### config.mk
export PLATFORM = sky130hd
export DESIGN_NAME = aidc_lite_comp_zrle
export DESIGN_NICKNAME = d
export VERILOG_FILES = /design/src/rtl/aidc_lite_pkg.sv /design/src/rtl/aidc_lite_zrle_enc_word.sv /design/src/rtl/aidc_lite_comp_zrle.sv
export SDC_FILE = /design/constraint.sdc
export NUM_CORES = 2
export LEC_CHECK = 0
export ABC_CLOCK_PERIOD_IN_PS = 7460
export CELL_PAD_IN_SITES_DETAIL_PLACEMENT = 1
export CELL_PAD_IN_SITES_GLOBAL_PLACEMENT = 2
export CORE_AREA = 2 2 327 329
export DETAILED_ROUTE_END_ITERATION = 8
export DIE_AREA = 0 0 329 331
export DONT_BUFFER_PORTS = 1
export PLACE_DENSITY_LB_ADDON = 0.15
export SKIP_LAST_GASP = 1
export SLEW_MARGIN = 20
export SYNTH_ARGS = -nofsm -noshare
export SYNTH_HDL_FRONTEND = slang
export SYNTH_HIERARCHICAL = 1
export SYNTH_SLANG_ARGS = --single-unit
### constraint.sdc
create_clock -name clk -period 7.46 [get_ports clk]
set_clock_uncertainty 0.15 [all_clocks]
set_input_delay 0.746 -clock clk [delete_from_list [all_inputs] [get_ports clk]]
set_output_delay 0.746 -clock clk [all_outputs]
set_load 0.01 [all_outputs]
### src/rtl/aidc_lite_pkg.sv
// Shared constants and types for the AIDC-Lite zero-run-length compressor.
// Code lengths are full code widths (prefix + payload) in bits.
package aidc_lite_pkg;
  localparam int ZRLE_LEN_0N    = 6;
  localparam int ZRLE_LEN_1N_LO = 22;
  localparam int ZRLE_LEN_1N    = 21;
  localparam int ZRLE_LEN_2N    = 36;
  localparam int ZRLE_LEN_3N    = 52;
  localparam int ZRLE_LEN_4N    = 66;

  localparam logic [1:0] ZRLE_PREFIX = 2'b01;
  localparam int BLK_BEATS          = 8;
  localparam int CODE_BUF_SIZE_DFLT = 510;
  localparam int PACK_BITS          = 512;
  localparam int CODE_BITS          = 66;

  typedef enum logic [1:0] {
    ST_ENC,
    ST_EMIT,
    ST_FAIL
  } enc_state_e;
endpackage

### src/rtl/aidc_lite_zrle_enc_word.sv
// Combinational ZRLE encoder for one 64-bit beat: returns an MSB-aligned code
// (prefix followed by the non-zero lanes, lane 3 first) and its length.
module aidc_lite_zrle_enc_word
  import aidc_lite_pkg::*;
(
  input  logic [63:0] data,
  output logic [65:0] code,
  output logic [6:0]  len
);
  logic [3:0]  nz;
  logic [63:0] payload;
  logic [5:0]  pfx;

  genvar gi;
  generate
    for (gi = 0; gi < 4; gi++) begin : g_lane
      assign nz[gi] = |data[16*gi +: 16];
    end
  endgenerate

  // Non-zero lanes shifted in from lane 3 down, so the payload ends up right-aligned.
  always_comb begin
    payload = '0;
    for (int l = 3; l >= 0; l--) begin
      if (nz[l]) payload = {payload[47:0], data[16*l +: 16]};
    end
  end

  // Prefix is left-aligned within 6 bits.
  always_comb begin
    pfx = 6'b000000;
    len = 7'(ZRLE_LEN_0N);
    case (nz)
      4'b0000: begin pfx = 6'b000000; len = 7'(ZRLE_LEN_0N);    end
      4'b0001: begin pfx = 6'b000001; len = 7'(ZRLE_LEN_1N_LO); end
      4'b0010: begin pfx = 6'b000010; len = 7'(ZRLE_LEN_1N);    end
      4'b0100: begin pfx = 6'b000100; len = 7'(ZRLE_LEN_1N);    end
      4'b1000: begin pfx = 6'b000110; len = 7'(ZRLE_LEN_1N);    end
      4'b0011: begin pfx = 6'b001000; len = 7'(ZRLE_LEN_2N);    end
      4'b0101: begin pfx = 6'b001100; len = 7'(ZRLE_LEN_2N);    end
      4'b1001: begin pfx = 6'b010000; len = 7'(ZRLE_LEN_2N);    end
      4'b0110: begin pfx = 6'b010100; len = 7'(ZRLE_LEN_2N);    end
      4'b1010: begin pfx = 6'b011000; len = 7'(ZRLE_LEN_2N);    end
      4'b1100: begin pfx = 6'b011100; len = 7'(ZRLE_LEN_2N);    end
      4'b0111: begin pfx = 6'b100000; len = 7'(ZRLE_LEN_3N);    end
      4'b1011: begin pfx = 6'b100100; len = 7'(ZRLE_LEN_3N);    end
      4'b1101: begin pfx = 6'b101000; len = 7'(ZRLE_LEN_3N);    end
      4'b1110: begin pfx = 6'b101100; len = 7'(ZRLE_LEN_3N);    end
      default: begin pfx = 6'b110000; len = 7'(ZRLE_LEN_4N);    end
    endcase
  end

  assign code = {pfx, 60'b0} | ({2'b00, payload} << (7'd66 - len));
endmodule

### src/rtl/aidc_lite_comp_zrle.sv
// ZRLE block compressor: packs PREFIX plus eight beat codes MSB-first into a
// 512-bit buffer, then streams it out as 32-bit words or flags the block as failed.
module aidc_lite_comp_zrle
  import aidc_lite_pkg::*;
#(
  parameter int CODE_BUF_SIZE = CODE_BUF_SIZE_DFLT
) (
  input  logic        clk,
  input  logic        rst_n,
  input  logic        valid_i,
  output logic        ready_o,
  input  logic [63:0] data_i,
  output logic        valid_o,
  output logic        sop_o,
  output logic        eop_o,
  output logic [31:0] data_o,
  output logic        done_o,
  output logic        fail_o,
  output logic [4:0]  len_o
);
  localparam logic [9:0] BUF_LIMIT = 10'(CODE_BUF_SIZE);
  localparam logic [PACK_BITS-1:0] BUF_INIT = {ZRLE_PREFIX, {(PACK_BITS-2){1'b0}}};

  enc_state_e state_reg, state_next;

  logic [2:0]           beat_cnt_reg;
  logic [9:0]           bit_ptr_reg;
  logic [PACK_BITS-1:0] buf_reg;
  logic [4:0]           word_cnt_reg;
  logic [4:0]           nwords_reg;

  logic [65:0]          code;
  logic [6:0]           code_len;
  logic [9:0]           bit_ptr_sum;
  logic [10:0]          shamt;
  logic [PACK_BITS-1:0] code_placed;
  logic [4:0]           nwords_calc;
  logic                 accept, last_beat, last_word, over_limit, clear;

  aidc_lite_zrle_enc_word u_enc (
    .data (data_i),
    .code (code),
    .len  (code_len)
  );

  assign bit_ptr_sum = bit_ptr_reg + {3'b000, code_len};
  assign shamt       = {1'b0, bit_ptr_reg} + 11'd2;
  // Shifting right drops any code bits that would land past the buffer end.
  assign code_placed = {code, {(PACK_BITS-CODE_BITS){1'b0}}} >> shamt;
  // ceil((bit_ptr + 2) / 32)
  assign nwords_calc = 5'((bit_ptr_sum + 10'd33) >> 5);
  assign last_beat   = (beat_cnt_reg == 3'(BLK_BEATS-1));
  assign last_word   = (word_cnt_reg == nwords_reg - 5'd1);
  assign over_limit  = (bit_ptr_sum > BUF_LIMIT);

  always_ff @(posedge clk) begin
    if (!rst_n) state_reg <= ST_ENC;
    else        state_reg <= state_next;
  end

  always_comb begin
    state_next = state_reg;
    ready_o    = 1'b0;
    valid_o    = 1'b0;
    sop_o      = 1'b0;
    eop_o      = 1'b0;
    done_o     = 1'b0;
    fail_o     = 1'b0;
    len_o      = 5'd0;
    data_o     = 32'd0;
    accept     = 1'b0;
    clear      = 1'b0;
    case (state_reg)
      ST_ENC: begin
        ready_o = 1'b1;
        accept  = valid_i;
        if (valid_i && last_beat) state_next = over_limit ? ST_FAIL : ST_EMIT;
      end
      ST_EMIT: begin
        valid_o = 1'b1;
        data_o  = buf_reg[PACK_BITS-1 -: 32];
        sop_o   = (word_cnt_reg == 5'd0);
        if (last_word) begin
          eop_o      = 1'b1;
          done_o     = 1'b1;
          len_o      = nwords_reg;
          clear      = 1'b1;
          state_next = ST_ENC;
        end
      end
      ST_FAIL: begin
        done_o     = 1'b1;
        fail_o     = 1'b1;
        clear      = 1'b1;
        state_next = ST_ENC;
      end
      default: state_next = ST_ENC;
    endcase
  end

  always_ff @(posedge clk) begin
    if (!rst_n || clear) begin
      beat_cnt_reg <= 3'd0;
      bit_ptr_reg  <= 10'd0;
      buf_reg      <= BUF_INIT;
      word_cnt_reg <= 5'd0;
      nwords_reg   <= 5'd0;
    end else if (accept) begin
      buf_reg      <= buf_reg | code_placed;
      bit_ptr_reg  <= bit_ptr_sum;
      beat_cnt_reg <= beat_cnt_reg + 3'd1;
      word_cnt_reg <= 5'd0;
      if (last_beat) nwords_reg <= nwords_calc;
    end else if (state_reg == ST_EMIT) begin
      // Emit from the top of the buffer and shift the next word into place.
      buf_reg      <= buf_reg << 32;
      word_cnt_reg <= word_cnt_reg + 5'd1;
    end
  end
endmodule

==> summary.txt <==
Status
  • Outcome: finished clean

Worst setup path
  • Worst path max stage delay: roughly 0.74 ns
  • CP max stage cell: o311ai_0
  • Crit path DAT: around 7.5 ns
  • CP required: approximately 7.8 ns
  • Family with the most delay on the worst path: compound AO/OA/AOI/OAI gates
  • R2R Setup Slk: 2.84 ns
  • CP Class: in2reg
  • Reg2reg start: bit_ptr_reg[1]$_SDFFE_PP0P_
  • CP Max Fanout: 9
  • CP endpoint kind: flop
  • Critical path launch point type: input port
  • R2R cell count: 9
  • Crit path cell chain: nor4_1, nand4_1, ha_1, and3_1, a21o_1, ha_2, inv_1, ha_1, inv_2, mux2_2, a21o_1, o311ai_0, o221ai_1, buf_4, mux4_2, mux2_2, mux4_2, o2bb2ai_1, buf_12, o22ai_1, a211oi_1, nor3_1
  • Worst R2R End: buf_reg[430]$_SDFFE_PP0P_
  • Worst path buffer plus inverter count: 4

Min path
  • Worst Hold Class: in2reg
  • Worst hold stages: 2
  • Hold path startpoint: rst_n
  • Hold endpoint: state_reg[1]$_SDFFE_PN0P_

Clocking
  • PostCTS Resize Cnt: 0
  • CTS tree: built
  • Num CTS Buffers: 67
  • Cts hold-fix bufs: 0
  • Total setup buffers inserted after CTS: 0
  • Root buf cell: clkbuf_16
  • Skew-Pair Late Insertion Delay: approximately 0.66 ns
  • Clock Sinks: around 540
  • CTS max path bufs: 3
  • Htree depth: 3
  • Clock slew at reported path FFs: about 0.06 ns

Placement
  • Final HPWL DP: 151000 um
  • Post-DP Area: around 0.04 mm^2
  • GPL Wtd Cong: approximately 1.1
  • Port Buffers: 0
  • Post-Place Cells: between 5000 and 6000
  • Worst slack at placement: -0.0493 ns

Synth
  • Synth cell types: 99
  • Seq cells post-synth: 537
  • Yosys warning count: 6
  • Main synth FF type: dfxtp_1
  • Count leader, synth: nor2_1
  • Top post-synthesis cells by count: nor2_1, dfxtp_1, nand2_1
  • Register area share after synthesis: 0.285
  • Mapped Avg Cell Area: ~8.2 um^2
  • Post-synthesis async set-or-reset flop share: 0
  • Area leader, netlist: dfxtp_1
  • Mapped cell area: 0.0378 mm^2
  • Syn Nets: 4723
  • Top cells by area, synth: dfxtp_1, mux4_2, a211oi_1, nor2_1, mux2i_1
  • Mapped Cells: 4631
  • Top cell type's share of synthesized area: 0.285
  • Post-synth EDFFs: 0

Power
  • Clock share of power: 0.389
  • Cell Int Power: about 5.6 mW
  • Net Sw Power: approximately 2.9 mW
  • Tot Pwr: ~8.5 mW
  • Leak pwr: around 16 nW
  • Combinational share of power: 0.243
  • VDD IR max: 0.183 mV
  • Sequential share of power: 0.367
  • Power density cells: 199 mW/mm^2
  • Switch share: 0.343

Global route
  • Vias in the first global route: 39607
  • Largest net degree at the start of global routing: 178
  • Antenna violations before repair: 9
  • Grt total ovfl: 0
  • All-layer global routing usage: 0.376
  • First-pass GRT wire length: approximately 300000 um

Timing
  • Final Hold Vio Count: 0
  • Fin. max-slew vios: 0
  • Final Setup Violations: 0
  • RSZ-0062 raised after global routing: no
  • Fmax: between 0.1 and 0.15 GHz
  • Setup ws final: roughly 0.38 ns
  • Crit share post-route: 0.950
  • Worst-Margin Slew: between 1 and 1.5 ns
  • Slew headroom: 0.141
  • Minimum clock period: about 7 ns
  • Min Hold Slack: about 0.076 ns

Floorplan
  • DIE WIDTH: 329 um
  • Height of the die: 331 um
  • I/O pin count: between 100 and 150
  • Die ar.: approximately 0.11 mm^2
  • CORE AREA: approximately 0.10 mm^2
  • Num rows: 119
  • Initial cell density of the core: 0.360

Final layout
  • Fin cells: approximately 6000
  • Fraction of layout instances using a drive strength above 1: 0.168
  • Area Overhead vs Synth: 12.6%
  • Fin area: 0.0425 mm^2
  • Final layout net count: 4675
  • Final-layout fill cell count: ~12000
  • Largest register FFs: ~500

Detailed routing
  • Final wirelength: ~210000 um
  • DRC: 0
  • Vias/cell: between 6 and 7
  • DR vias: 40902
  • Initial DRC count: slightly below 5000
  • Final ANT Viol Nets: 0
  • Wire per inst: between 30 and 40 um
  • DR pass1 iterations: 8

Run
  • MaxCap Viol Count: 0
==> power groups by stage <==
stage                     sequential [mW]  combinational (mW)  clock (mW)
after detailed placement             3.17                1.96           0
after global placement               3.17                1.96           0
after CTS                            3.11                1.97        3.35
after global routing                 3.12                2.11        3.47
final                                3.12                2.06        3.30
after floorplan                      3.09                1.12           0
==> per-stage QoR <==
step | utilization | setup TNS (ns)
global route | 0.405 | 0
finish | 0.405 | 0
global placement | 0.384 | 0
detailed placement | 0.384 | -0.109
CTS | 0.405 | 0
floorplan | - | 0
==> kinds of logic (layout without fill, tap and decap cells) <==
family / count (synthesis) / count (layout) / synth area share
XOR/XNOR: 29 / 29 / 0.00742
other: 1 / 4 / 0.0000993
buffers and inverters: 473 / 473 / 0.0529
flip-flops: 537 / 537 / 0.285
adder cells (fa/ha/maj): 25 / 25 / 0.00848
AND/OR/NAND/NOR: 1653 / 1653 / 0.195
multiplexers: 497 / 497 / 0.192
AO/OA/AOI/OAI: 1416 / 1416 / 0.259
==> how the worst max path moves through the flow <==
stage | startpoint | endpoint | slack [ns] | cells past startpoint
finish | data_i[19] | buf_reg[430]$_SDFFE_PP0P_ | 0.38 | 22
global route | data_i[19] | buf_reg[430]$_SDFFE_PP0P_ | 0.20 | 22
CTS | data_i[19] | buf_reg[253]$_SDFFE_PP0P_ | 0.62 | 22
detailed placement | data_i[19] | buf_reg[253]$_SDFFE_PP0P_ | -0.05 | 22
global placement | data_i[19] | buf_reg[430]$_SDFFE_PP0P_ | 0.009 | 22
floorplan | data_i[27] | buf_reg[62]$_SDFFE_PP0P_ | 0.04 | 26
==> cell type report <==
cell class / count / area [um^2] / area share
Multi-Input combinational cell: 3621 / 25200 / 0.592
Sequential cell: 537 / 10800 / 0.253
Timing Repair Buffer: 313 / 2490 / 0.0585
Clock buffer: 100 / 1950 / 0.0459
Tap cell: 1391 / 1740 / 0.0409
Clock inverter: 17 / 221 / 0.00521
Inverter: 43 / 169 / 0.00397
Antenna cell: 3 / 7.51 / 0.000177
==> cell usage in the layout (no fill, tap or decap), types with 60 or more instances in the layout <==
cell and instances:
mux2i_1 222, o22ai_1 60, mux2_2 99, nand3_1 82, o221ai_1 87, nor2_1 647, nor3_1 314, mux4_2 170
buf_4 302, a211oi_1 347, dfxtp_1 530, o21ai_0 204, a21oi_1 279, and2_1 63, nand2_1 364, clkbuf_16 68
==> layer usage <==
metal / part of all wire / vias up / track usage
li1: - / 17528 / -
met1: 0.42 / 20773 / 0.509
met2: 0.42 / 2101 / 0.551
met3: 0.096 / 486 / 0.0901
met4: 0.063 / 14 / 0.202
met5: 0.00044 / - / 0
(Power assumes the default switching activity.)
